$ cat config.mk
export PLATFORM = sky130hd
export DESIGN_NAME = fetch_stage
export DESIGN_NICKNAME = d
export VERILOG_FILES = /design/src/rtl/fetch_pkg.sv /design/src/rtl/fetch_skid_buffer.sv /design/src/rtl/fetch_stage.sv
export SDC_FILE = /design/constraint.sdc
export NUM_CORES = 1
export LEC_CHECK = 0
export ABC_CLOCK_PERIOD_IN_PS = 2000
export CAP_MARGIN = 40
export CORE_UTILIZATION = 49
export CTS_CLUSTER_SIZE = 40
export DETAILED_ROUTE_END_ITERATION = 8
export HOLD_SLACK_MARGIN = 0.08
export PLACE_DENSITY = 0.87
export SLEW_MARGIN = 0
export SYNTH_ARGS = -nofsm -noshare
export SYNTH_HDL_FRONTEND = slang
export SYNTH_HIERARCHICAL = 1
export SYNTH_SLANG_ARGS = --single-unit
$ cat constraint.sdc
create_clock -name clk -period 2 [get_ports clk]
set_input_delay 0.3 -clock clk [delete_from_list [all_inputs] [get_ports clk]]
set_output_delay 0.3 -clock clk [all_outputs]
set_load 0.02 [all_outputs]
$ cat src/rtl/fetch_pkg.sv
// fetch_pkg: shared types and constants for the fetch stage and the decode stage it feeds.
// Latency: n/a (types only).
// Backpressure: n/a (types only).
// Contents: NOP_INSTR bubble word, fetch_state_t FSM encoding, if_id_t IF/ID payload, if_id_bubble().
package fetch_pkg;

  localparam int FETCH_DATA_W = 32;
  localparam int FETCH_ADDR_W = 32;

  // addi x0,x0,0
  localparam logic [FETCH_DATA_W-1:0] NOP_INSTR = 32'h0000_0013;

  typedef enum logic [1:0] {
    RUN   = 2'd0,
    HOLD  = 2'd1,
    REDIR = 2'd2
  } fetch_state_t;

  // IF/ID payload. The decode stage reads these same field names.
  typedef struct packed {
    logic [FETCH_DATA_W-1:0] instr;
    logic [FETCH_ADDR_W-1:0] pc;
    logic [FETCH_ADDR_W-1:0] pc_plus4;
    logic                    valid;
  } if_id_t;

  function automatic if_id_t if_id_bubble(input logic [FETCH_DATA_W-1:0] nop);
    if_id_t b;
    b.instr    = nop;
    b.pc       = '0;
    b.pc_plus4 = '0;
    b.valid    = 1'b0;
    return b;
  endfunction

endpackage

$ cat src/rtl/fetch_skid_buffer.sv
// fetch_skid_buffer: one-entry holding register for a fetch that returns while decode is stalled.
// Latency: loaded data visible the cycle after load; clear takes effect the same way.
// Backpressure: none of its own; the parent never loads while dat_vld is set.
// Ports: clk, rst (sync, active-high), load, clear, din -> dat_vld, dat.
module fetch_skid_buffer
  import fetch_pkg::*;
(
  input  logic   clk,
  input  logic   rst,
  input  logic   load,
  input  logic   clear,
  input  if_id_t din,
  output logic   dat_vld,
  output if_id_t dat
);

  logic   vld_q, vld_d;
  if_id_t dat_q, dat_d;

  // Clear wins over load: a redirect in the same cycle squashes the captured word.
  always_comb begin
    vld_d = vld_q;
    dat_d = dat_q;
    if (clear) begin
      vld_d = 1'b0;
    end else if (load) begin
      vld_d = 1'b1;
      dat_d = din;
    end
  end

  always_ff @(posedge clk) begin
    if (rst) begin
      vld_q <= 1'b0;
      dat_q <= if_id_bubble(NOP_INSTR);
    end else begin
      vld_q <= vld_d;
      dat_q <= dat_d;
    end
  end

  assign dat_vld = vld_q;
  assign dat     = dat_q;

endmodule

$ cat src/rtl/fetch_stage.sv
// fetch_stage: PC ownership, 1-cycle sync imem fetch, IF/ID register with stall skid and redirect squash.
// Latency: fetch at PC to IF/ID is 2 edges; redirect to target at IF/ID is 3 cycles.
// Backpressure: stall holds PC and IF/ID; a fetch already in flight is parked in a 1-entry skid buffer.
// Ports: clk, rst, stall, redirect, redirect_pc, imem_en/imem_addr/imem_rdata, if_id_{instr,pc,pc_plus4,valid}.
// Optional: FETCH_MISALIGN_CHECK_EN adds fetch_misaligned, a one-cycle pulse after a misaligned redirect target.
module fetch_stage
  import fetch_pkg::*;
#(
  parameter int                      DATA_WIDTH = 32,
  parameter int                      ADDR_WIDTH = 32,
  parameter logic [ADDR_WIDTH-1:0]   RESET_PC   = 32'h0000_0000,
  parameter logic [DATA_WIDTH-1:0]   NOP_INSTR  = fetch_pkg::NOP_INSTR
) (
  input  logic                  clk,
  input  logic                  rst,
  input  logic                  stall,
  input  logic                  redirect,
  input  logic [ADDR_WIDTH-1:0] redirect_pc,
  output logic                  imem_en,
  output logic [ADDR_WIDTH-1:0] imem_addr,
  input  logic [DATA_WIDTH-1:0] imem_rdata,
  output logic [DATA_WIDTH-1:0] if_id_instr,
  output logic [ADDR_WIDTH-1:0] if_id_pc,
  output logic [ADDR_WIDTH-1:0] if_id_pc_plus4,
`ifdef FETCH_MISALIGN_CHECK_EN
  output logic                  fetch_misaligned,
`endif
  output logic                  if_id_valid
);

  fetch_state_t          state_q, state_d;
  logic [ADDR_WIDTH-1:0] pc_q, pc_d;
  logic [ADDR_WIDTH-1:0] inflight_pc_q, inflight_pc_d;
  logic                  inflight_q, inflight_d;
  if_id_t                if_id_q, if_id_d;

  logic   skid_load, skid_clr, skid_vld;
  if_id_t rsp_dat, skid_dat;

  // No fetch while stalled, while redirecting, or during the post-redirect bubble.
  assign imem_en   = !rst && !stall && !redirect && (state_q != REDIR);
  assign imem_addr = pc_q;

  // The word returning from imem this cycle, tagged with the PC it was fetched from.
  always_comb begin
    rsp_dat.instr    = imem_rdata;
    rsp_dat.pc       = inflight_pc_q;
    rsp_dat.pc_plus4 = inflight_pc_q + ADDR_WIDTH'(4);
    rsp_dat.valid    = 1'b1;
  end

  always_comb begin
    state_d       = state_q;
    pc_d          = pc_q;
    inflight_d    = 1'b0;
    inflight_pc_d = inflight_pc_q;
    if_id_d       = if_id_q;
    skid_load     = 1'b0;
    skid_clr      = 1'b0;

    if (imem_en) begin
      pc_d          = pc_q + ADDR_WIDTH'(4);
      inflight_d    = 1'b1;
      inflight_pc_d = pc_q;
    end

    if (redirect) begin
      // Squash everything on the wrong path; low PC bits are forced to word alignment.
      pc_d       = {redirect_pc[ADDR_WIDTH-1:2], 2'b00};
      if_id_d    = if_id_bubble(NOP_INSTR);
      skid_clr   = 1'b1;
      inflight_d = 1'b0;
      state_d    = REDIR;
    end else if (stall) begin
      // Park a returning fetch so it is presented once the stall lifts.
      state_d   = HOLD;
      skid_load = inflight_q;
    end else if (state_q == REDIR) begin
      state_d = RUN;
    end else begin
      state_d  = RUN;
      skid_clr = 1'b1;
      if (skid_vld) begin
        if_id_d = skid_dat;
      end else if (inflight_q) begin
        if_id_d = rsp_dat;
      end else begin
        if_id_d = if_id_bubble(NOP_INSTR);
      end
    end
  end

  always_ff @(posedge clk) begin
    if (rst) begin
      state_q       <= RUN;
      pc_q          <= RESET_PC;
      inflight_q    <= 1'b0;
      inflight_pc_q <= '0;
      if_id_q       <= if_id_bubble(NOP_INSTR);
    end else begin
      state_q       <= state_d;
      pc_q          <= pc_d;
      inflight_q    <= inflight_d;
      inflight_pc_q <= inflight_pc_d;
      if_id_q       <= if_id_d;
    end
  end

  fetch_skid_buffer u_skid (
    .clk     (clk),
    .rst     (rst),
    .load    (skid_load),
    .clear   (skid_clr),
    .din     (rsp_dat),
    .dat_vld (skid_vld),
    .dat     (skid_dat)
  );

  assign if_id_instr    = if_id_q.instr;
  assign if_id_pc       = if_id_q.pc;
  assign if_id_pc_plus4 = if_id_q.pc_plus4;
  assign if_id_valid    = if_id_q.valid;

`ifdef FETCH_MISALIGN_CHECK_EN
  logic misalign_q, misalign_d;

  always_comb begin
    misalign_d = redirect && (redirect_pc[1:0] != 2'b00);
  end

  always_ff @(posedge clk) begin
    if (rst) begin
      misalign_q <= 1'b0;
    end else begin
      misalign_q <= misalign_d;
    end
  end

  assign fetch_misaligned = misalign_q;
`endif

`ifndef SYNTHESIS
  // Fetches stop while the skid is occupied, so a parked word and a live fetch never coexist.
  always_ff @(posedge clk) begin
    if (!rst) begin
      assert (!(skid_vld && inflight_q));
    end
  end
`endif

endmodule
# After elaboration in Yosys (flattened, before gate mapping)
# Cells that the tools add are included.
# totals
elab_cells	45
out_inout_bits	130
reg_bits	262
input_bits	68
# op_classes
n_eq_ne	2
n_bitwise	3
add_sub_neg	2
reduce_logical	11
muxes	12
# op_table
operator	count
$mux W97	2
$add A32 B3 Y32 const B	2
$mux W32	2
$mux W1	7
$reduce_and A2 Y1	2
$reduce_or A2 Y1	2
$logic_and A1 B1 Y1	3
$logic_not A1 Y1	3
$not A1 Y1	3
$eq A2 B2 Y1 const B	1
$mux W2	1
$ne A2 B2 Y1 const B	1
$reduce_bool A2 Y1	1

# Logic depth before layout (Yosys ltp)
# Gate-level depths: netlist of the first run.
# depth
word_depth	6
mapped_depth	10
ltp_nobuf	7

# Cells and area by module
# The synthesis of the first run kept the hierarchy.
# modules_own_cells
mod	area_per_inst_um2	cells_each	n_inst	seq_area_each_um2
fetch_stage	7753.7	959	1	3203.1
fetch_skid_buffer	4381.7	444	1	1961.9

# Worst setup path before layout of the first run
# No wires, ideal clock.
# synth_path
path_kind	reg-to-reg
from	reg pc_q[2] (netlist: imem_addr[2])
to	reg pc_q[28] (netlist: imem_addr[28])
slack_ps	-106
stages_incl_launch_ff	9
arrival_ps	1973
setup_ps	133
path_buffers	2
synth_period_minus_slack_ps	2106
required_time_ps	1867
path_cell_list	dfxtp_1 > ha_1 > inv_1 > or4_1 > buf_2 > buf_6 > nor4_1 > xnor2_1 > o22ai_1
# synth_between
elab_chain_len	3
# synth_rtl
item	line_no	source
from (decl)	fetch_stage.sv:32	logic [ADDR_WIDTH-1:0] pc_q, pc_d;
from (signal assigned)	fetch_stage.sv:102	pc_q <= pc_d;
$add A32 B3 Y32	fetch_stage.sv:62	pc_d = pc_q + ADDR_WIDTH'(4);
$mux W32	fetch_stage.sv:61	if (imem_en) begin
$mux W32	fetch_stage.sv:67	if (redirect) begin
# Every way passes these cells. The select of a mux whose other input is x is not followed.
# A chain may end at the register's enable or synchronous reset.

==> results_dict.tcl, run 1 <==
set metrics [dict create \
    n_antenna_cell 0 \
    hold_slack_ns 0.321 \
    setup_slack_ns -0.0114 \
    htreeDepth 1 \
    synth_area_per_cell_um2 8.65 \
    finalPower_w 0.0122 \
    synth_top_family_by_area "simple AND/OR/NAND/NOR gates" \
    syn-cell-area_mm2 0.0121 \
    place_ws_ns -0.182 \
    nets 1679 \
    arrival_ns 2.47 \
    finalClockSkew_ns 0.0150 \
    multiInputGateArea_mm2 0.00650 \
    cp_num_buf_inv 1 \
    period_share_pct 101 \
    status "finished, violations left" \
    grt_pass1_wl_mm 60.5 \
    antenna_left 0 \
    met1_usage_pct 37.6 \
    grt_use_met2_pct 46.9 \
    wire_per_inst_um 19.5 \
    grt_pass1_vias 11600 \
    start_util_pct 49.9 \
    antenna_found_initial 0 \
    violations "negative setup slack" \
    gp_congestion 0.907 \
    die_x_um 159 \
    cts.clk_slew.worst_paths_ns 0.06 \
    row_count 57 \
    cts_buffers 27 \
    synth_mux_area_share_pct 0.247 \
    core_mm2 0.0243 \
    dpl.hpwl_mm 24.2 \
    critical_path.top_delay_family "simple AND/OR/NAND/NOR gates" \
    wl_mm 38.0 \
    die_y_um 159 \
    seq_area_mm2 0.00519 \
    max_stage_delay_ns 0.64 \
    grt.met3_usage_pct 5.00 \
    port_buffers 193 \
    fin_setup_tns_ns -0.0114 \
    vias_per_cell 6.14 \
    vias 12000 \
    postLayoutCellArea_mm2 0.0161 \
    drv_cap 0 \
    synthToLayoutAreaGrowth_pct 32.9 \
    synth-edff-count 0 \
    grt.busiest_layer "met2" \
    fin_crit_ns 2.01 \
    start_kind "flip-flop" \
    yosys.area_share.adder_pct 0.206 \
    synth_ff_type "dfxtp_1" \
    ys_types 59 \
    seq_area_frac_synth_pct 42.6 \
    dr.pass1.iters 5 \
    hold_viol_final 0 \
    synth_compound_area_share_pct 16.2 \
    worstMarginPinSlew_ns 0.579 \
    max_freq_ghz 0.497 \
    power_density_mw_per_mm2 755 \
    vdd_drop_max_mv 0.608 \
    async_reset_ff_share_pct 0 \
    crit_fanout 3 \
    p_leak_nw 5.88 \
    ios 198 \
    drv_slew 0 \
    grt_max_degree 152 \
    relSlewSlack_pct 61.4 \
    drc_errors 0 \
    die_area_mm2 0.0254 \
    critical_path_class "reg2reg" \
    cts_tree "yes" \
    grt_setup_unrepaired "true" \
    overflow 0 \
    hold_class "in2reg" \
    synthXorXnorAreaFrac_pct 3.39 \
    setup_viol 1 \
    clockBufferDepth 3 \
    cts-root-buf "clkbuf_16" \
    clk_latency_ns 0.54 \
    synth_warnings 6 \
    drtIter0Drc 1453 \
    cp_slowest_cell "or4_4" \
    cp.required_ns 2.46 \
    drive_gt1_share_pct 13.3 \
    synthCells 1403 \
    dpl_cell_area_mm2 0.0150 \
    path_cells "buf_6 -> nand4_1 -> or4_4 -> nor3_4 -> xor2_2 -> nand4bb_1 -> o21ai_1" \
    end_kind "flip-flop" \
    ys_ff_latch 258 \
    grt_usage_pct 28.8 \
    fill_cells 1824 \
    cts_sinks 258 \
    synth-simple-area-share_pct 32.1 \
]
## Yosys cell counts (3+ instances only)
master / number / area share, %
a211oi_1: 37 / 2.3
a21oi_1: 41 / 1.7
a221oi_1: 47 / 3.4
a311oi_1: 3 / 0.22
a31oi_1: 5 / 0.26
and2_1: 6 / 0.31
and3_1: 41 / 2.1
and4_1: 8 / 0.58
buf_1: 9 / 0.28
buf_2: 20 / 0.82
buf_4: 5 / 0.31
clkbuf_1: 105 / 3.2
dfxtp_1: 258 / 43
inv_1: 11 / 0.34
mux2i_1: 3 / 0.25
nand2_1: 96 / 3.0
nand2b_1: 111 / 5.7
nand3_1: 28 / 1.2
nand4_1: 18 / 0.93
nand4bb_1: 94 / 8.7
nor2_1: 107 / 3.3
nor2b_1: 3 / 0.15
nor3_1: 74 / 3.1
nor4_1: 17 / 0.88
nor4_2: 5 / 0.52
o21a_1: 8 / 0.49
o21ai_0: 40 / 1.6
o21ai_1: 95 / 3.9
o221ai_1: 4 / 0.29
o22ai_1: 5 / 0.26
o2bb2ai_1: 7 / 0.51
o311ai_0: 3 / 0.22
or2_2: 3 / 0.15
or3_1: 4 / 0.21
or4_1: 4 / 0.25
xnor2_1: 34 / 2.5
xor2_1: 13 / 0.94
## cells in the final DEF, fill, tap and decap left out, types with 6 or more instances in the layout
cell and count:
nand4_1 18, nor3_1 71, buf_4 103, nor4_1 14, nand3_1 28, o21a_1 8, o2bb2ai_1 7, buf_12 16
conb_1 7, nand2b_1 110, dfxtp_1 242, and2_1 6, nor4_2 6, nor2_1 106, a221oi_1 47, and4_1 8
clkdlybuf4s50_1 186, clkbuf_1 7, o21ai_1 95, inv_1 11, o21ai_0 40, nand2_1 94, xor2_1 12, and3_1 40
nand4bb_1 94, xnor2_1 32, a211oi_1 37, a21oi_1 41, dfxtp_2 14, clkbuf_16 27
## registers in the layout, indices dropped and copies added, names as in the netlist
register,count
state_q,2
if_id_instr,32
if_id_pc,32
inflight_pc_q,30
if_id_pc_plus4,32
imem_addr,30
if_id_valid,1
inflight_q,1
u_skid/dat_vld,1
u_skid/dat,97
## area by class of cell
class,count,share of cell area (%)
Sequential cell,258,32.2
Clock buffer,38,4.69
Timing Repair Buffer,313,18.9
Inverter,11,0.256
Multi-Input combinational cell,998,40.3
Tap cell,324,2.51
Clock inverter,12,1.19
## tightest hold or removal path, cell delays in order
cell and delay, ns:
buf_4 0.13, nor2_1 0.06, buf_4 0.22, nand3_1 0.10
## power breakdown
group / switching (W) / internal (W) / leakage, nW / total, W
combinational: 0.000783 / 0.000696 / 3.31 / 0.00148
sequential: 0.000100 / 0.00526 / 2.10 / 0.00536
clock: 0.00206 / 0.00328 / 0.465 / 0.00534
total: 0.00294 / 0.00924 / 5.88 / 0.0122
## logic make-up after synthesis
| group | after synthesis |
|---|---|
| AOI/OAI and AO/OA | 309 |
| DFF | 258 |
| xor gates and xnor gates | 47 |
| muxes | 3 |
| other | 2 |
| and+or+nand+nor | 630 |
| buffers and inverters | 152 |
| adders and majority gates | 2 |
## what timing repair did
| item | 4_1_cts | 5_1_grt |
|---|---|---|
| setup buffers | 1 | 5 |
| pin swaps | 0 | 5 |
| resized for setup | 3 | 37 |
| setup endpoints to repair | 4 | 33 |
| hold buffers | 0 | 0 |
## metal layers
layer	part of all wire [%]	routed length [µm]
met5	0	0
met4	3.5	1320
met3	8.8	3330
met2	47	18000
met1	40	15300
## through the flow
step / utilization, % / cells
2_1_floorplan: - / 1408
3_3_place_gp: 61.7 / 1898
3_5_place_dp: 61.7 / 1898
4_1_cts: 65.6 / 1949
5_1_grt: 66.3 / 1954
6_report: 66.3 / 1954
## worst paths after layout
kind	cells past startpoint	to	from	slack, ns
worst min-delay path	4	if_id_instr[4]	rst	0.32
worst max-delay path	7	u_skid/dat[32]	inflight_pc_q[2]	-0.01
worst max register to register	7	u_skid/dat[32]	inflight_pc_q[2]	-0.01
worst min register to register	2	if_id_pc[1]	if_id_pc[1]	0.46
No activity file was read; power rests on OpenSTA's default activity.
==> run 2, diff against run 1 <==
Settings changed: SLEW_MARGIN 0 to 15.
==> results of run 2 <==
No change in the layout: final DEF, timing and power equal those of run 1.
==> edit, RTL diff (settings of run 2) <==
Build with the macro `FETCH_MISALIGN_CHECK_EN` defined.
--- a/src/rtl/fetch_stage.sv
+++ b/src/rtl/fetch_stage.sv
@@ -3,6 +3,8 @@
 // Backpressure: stall holds PC and IF/ID; a fetch already in flight is parked in a 1-entry skid buffer.
 // Ports: clk, rst, stall, redirect, redirect_pc, imem_en/imem_addr/imem_rdata, if_id_{instr,pc,pc_plus4,valid}.
 // Optional: FETCH_MISALIGN_CHECK_EN adds fetch_misaligned, a one-cycle pulse after a misaligned redirect target.
+`define FETCH_MISALIGN_CHECK_EN
+
 module fetch_stage
   import fetch_pkg::*;
 #(
Function (old outputs only; new: fetch_misaligned): kept (Yosys induction, for registers that start in step).
==> edit against run 2 <==
The flow still finishes with violations (setup timing); hold slack got worse by 0.056 ns; sequential cell count increased by 1; clock power decreased by 9.6%; critical path depth decreased by 1; design area decreased by 1.7%; routed wire length decreased by 3.9%; synthesized cell count decreased by 0.43%; die area decreased by 1.1%; area after synthesis decreased by 1.1%; worst setup slack got worse by 0.0037 ns; total power decreased by 3.8%; sequential share of layout area increased by 0.79 points; largest cell class unchanged; largest power group unchanged.
==> edit: results <==
[outcome]
status = "finished with violations"
failed_checks = "setup timing"

[synth]
ys.flop_type = "dfxtp_1"
synthTopCellsByArea = "dfxtp_1 43%, nand4bb_1 8.8%, nand2b_1 5.0%"
seq_area_frac_synth_pct = 43.2
synthTopCellsByCount = "259 x dfxtp_1, 119 x nor2_1, 106 x nand2_1, 104 x clkbuf_1, 95 x nand2b_1"
postSynth.asyncResetShare_pct = 0
yosys_warnings = 6
netlist_instances = 1397
ys_types = 60

[worst_setup_path]
worstPathArrival_ns = 2.48
r2r_cells = 6
slowest_stage = "or4_4"
slowest_delay_ns = 0.54
cp_max_fo = 8
reg2reg_to = "u_skid/dat[32]"
end_kind = "flip-flop"
cp-startpoint = "inflight_pc_q[9]"

[route]
ant_nets = 0
drt_iter0_drc = 1315
dr_wl_met2_mm = 17.0
drt-wirelength-per-cell_um = 18.7
wl_met1_mm = 15.2
top_layer_used = "met4"
num_vias = 11678
firstDrtPassIters = 5
wl_met3_mm = 3.21
drt-total-wl_mm = 36.5

[layout]
drive_above_1_share_pct = 13.9
fin_nets = 1683
diodes = 0
largest_register_ff_count = 97
fillers = 1804

[grt]
track_usage_pct = 28.6
grt_pass1_vias = 11189
grt_max_degree = 122
antenna_found_initial = 0
grt_first_pass_wirelength_mm = 57.7

[placed_design]
dp_slack_ns = -0.233
place_congestion = 0.944
dp.cells = 1900
place_hpwl_mm = 23.9
dpl-instance-area_um2 = 14900
numPortBuffers = 196

[clock_network]
path_clk_slew_ns = 0.06
htree_levels = 1
clk_latency_ns = 0.53
clock_path_buffers = 3
cts_inserted_buffers = 27
clockRootBuffer = "clkbuf_16"

[sta]
setup_slack_ns = -0.0150
fin_setup_tns_ns = -0.0150
skew_ns = 0.0120
final-setup-viol-count = 1
tightest_slew_ns = 0.651

[min_path]
holdCritPathClass = "in -> reg"
hold_start = "rst"

[power_and_ir_drop]
p_leak_nw = 5.71
peakVddDrop_v = 0.000505
[edit: cell types whose count changed in the layout (fill, tap and decap cells not counted), sizes merged, moves of 6 or more]
cell	change
nand4	-7
a21oi	-9
nor2	+12
nand2	+10
o21ai	+15
or2	+6
nor4	-7
nand2b	-16
and3	-10
clkdlybuf4s50	+7
[edit: repair_timing]
item / 4_1_cts / 5_1_grt
resized for setup: 12 / 8
buffers inserted: 1 / 1
endpoints found under the setup margin: 14 / 13
hold buffers: 0 / 0
pin swaps: 2 / 2
[edit: metrics by stage]
| stage | power (mW) | hold WS, ns |
|---|---|---|
| CTS | 11.7 | 0.293 |
| global route | 12.1 | 0.271 |
| floorplan | 6.25 | 0.408 |
| global placement | 6.94 | 0.441 |
| finish | 11.7 | 0.264 |
| detailed placement | 6.97 | 0.444 |
[edit: layout make-up]
class,instances,area [um^2],share of cell area (%)
clock buffers,39,781,4.92
flip-flops and latches,259,5230,33.0
multi-input cells,990,6290,39.7
clock inverters,7,62.6,0.395
inverters,16,60.1,0.379
repair buffers,319,3040,19.2
well taps,319,399,2.52
[edit: worst min path at each step]
| stage | endpoint | slack [ns] | depth (start not counted) |
|---|---|---|---|
| after floorplan | imem_addr[15] | 0.41 | 2 |
| after global placement | if_id_pc_plus4[0] | 0.44 | 2 |
| after detailed placement | if_id_pc_plus4[1] | 0.44 | 2 |
| after CTS | if_id_instr[1] | 0.29 | 4 |
| after global routing | u_skid/dat[19] | 0.27 | 4 |
| final | u_skid/dat[19] | 0.26 | 4 |
[edit: cells by family (layout without fill, tap and decap cells)]
group / after synthesis / after routing / share of synthesized area, %
XOR/XNOR: 42 / 42 / 3.13
other: 2 / 7 / 0.0626
AND/OR/NAND/NOR: 618 / 618 / 30.7
multiplexers: 5 / 5 / 0.427
flip-flops: 259 / 259 / 43.2
AO/OA/AOI/OAI: 316 / 316 / 16.8
buffers and inverters: 153 / 381 / 5.47
adder cells (fa/ha/maj): 2 / 2 / 0.208
[edit: where the power goes]
group | internal [mW] | switching (mW)
Clock | 2.81 | 2.02
Sequential | 5.29 | 0.0873
Combinational | 0.711 | 0.798
Total | 8.81 | 2.91
[edit: metal layers]
metal | track usage, % | up-vias
li1 | - | 5461
met1 | 37.4 | 5505
met2 | 47.0 | 602
met3 | 4.52 | 110
met4 | 11.4 | 0
met5 | 0 | -
[edit: critical path, delay by kind of cell, from the launching register on]
kind	cells	cell delay (ns)
DFF	1	0.33
AOI/OAI and AO/OA	1	0.11
and+or+nand+nor	4	1.31
xor gates and xnor gates	1	0.19
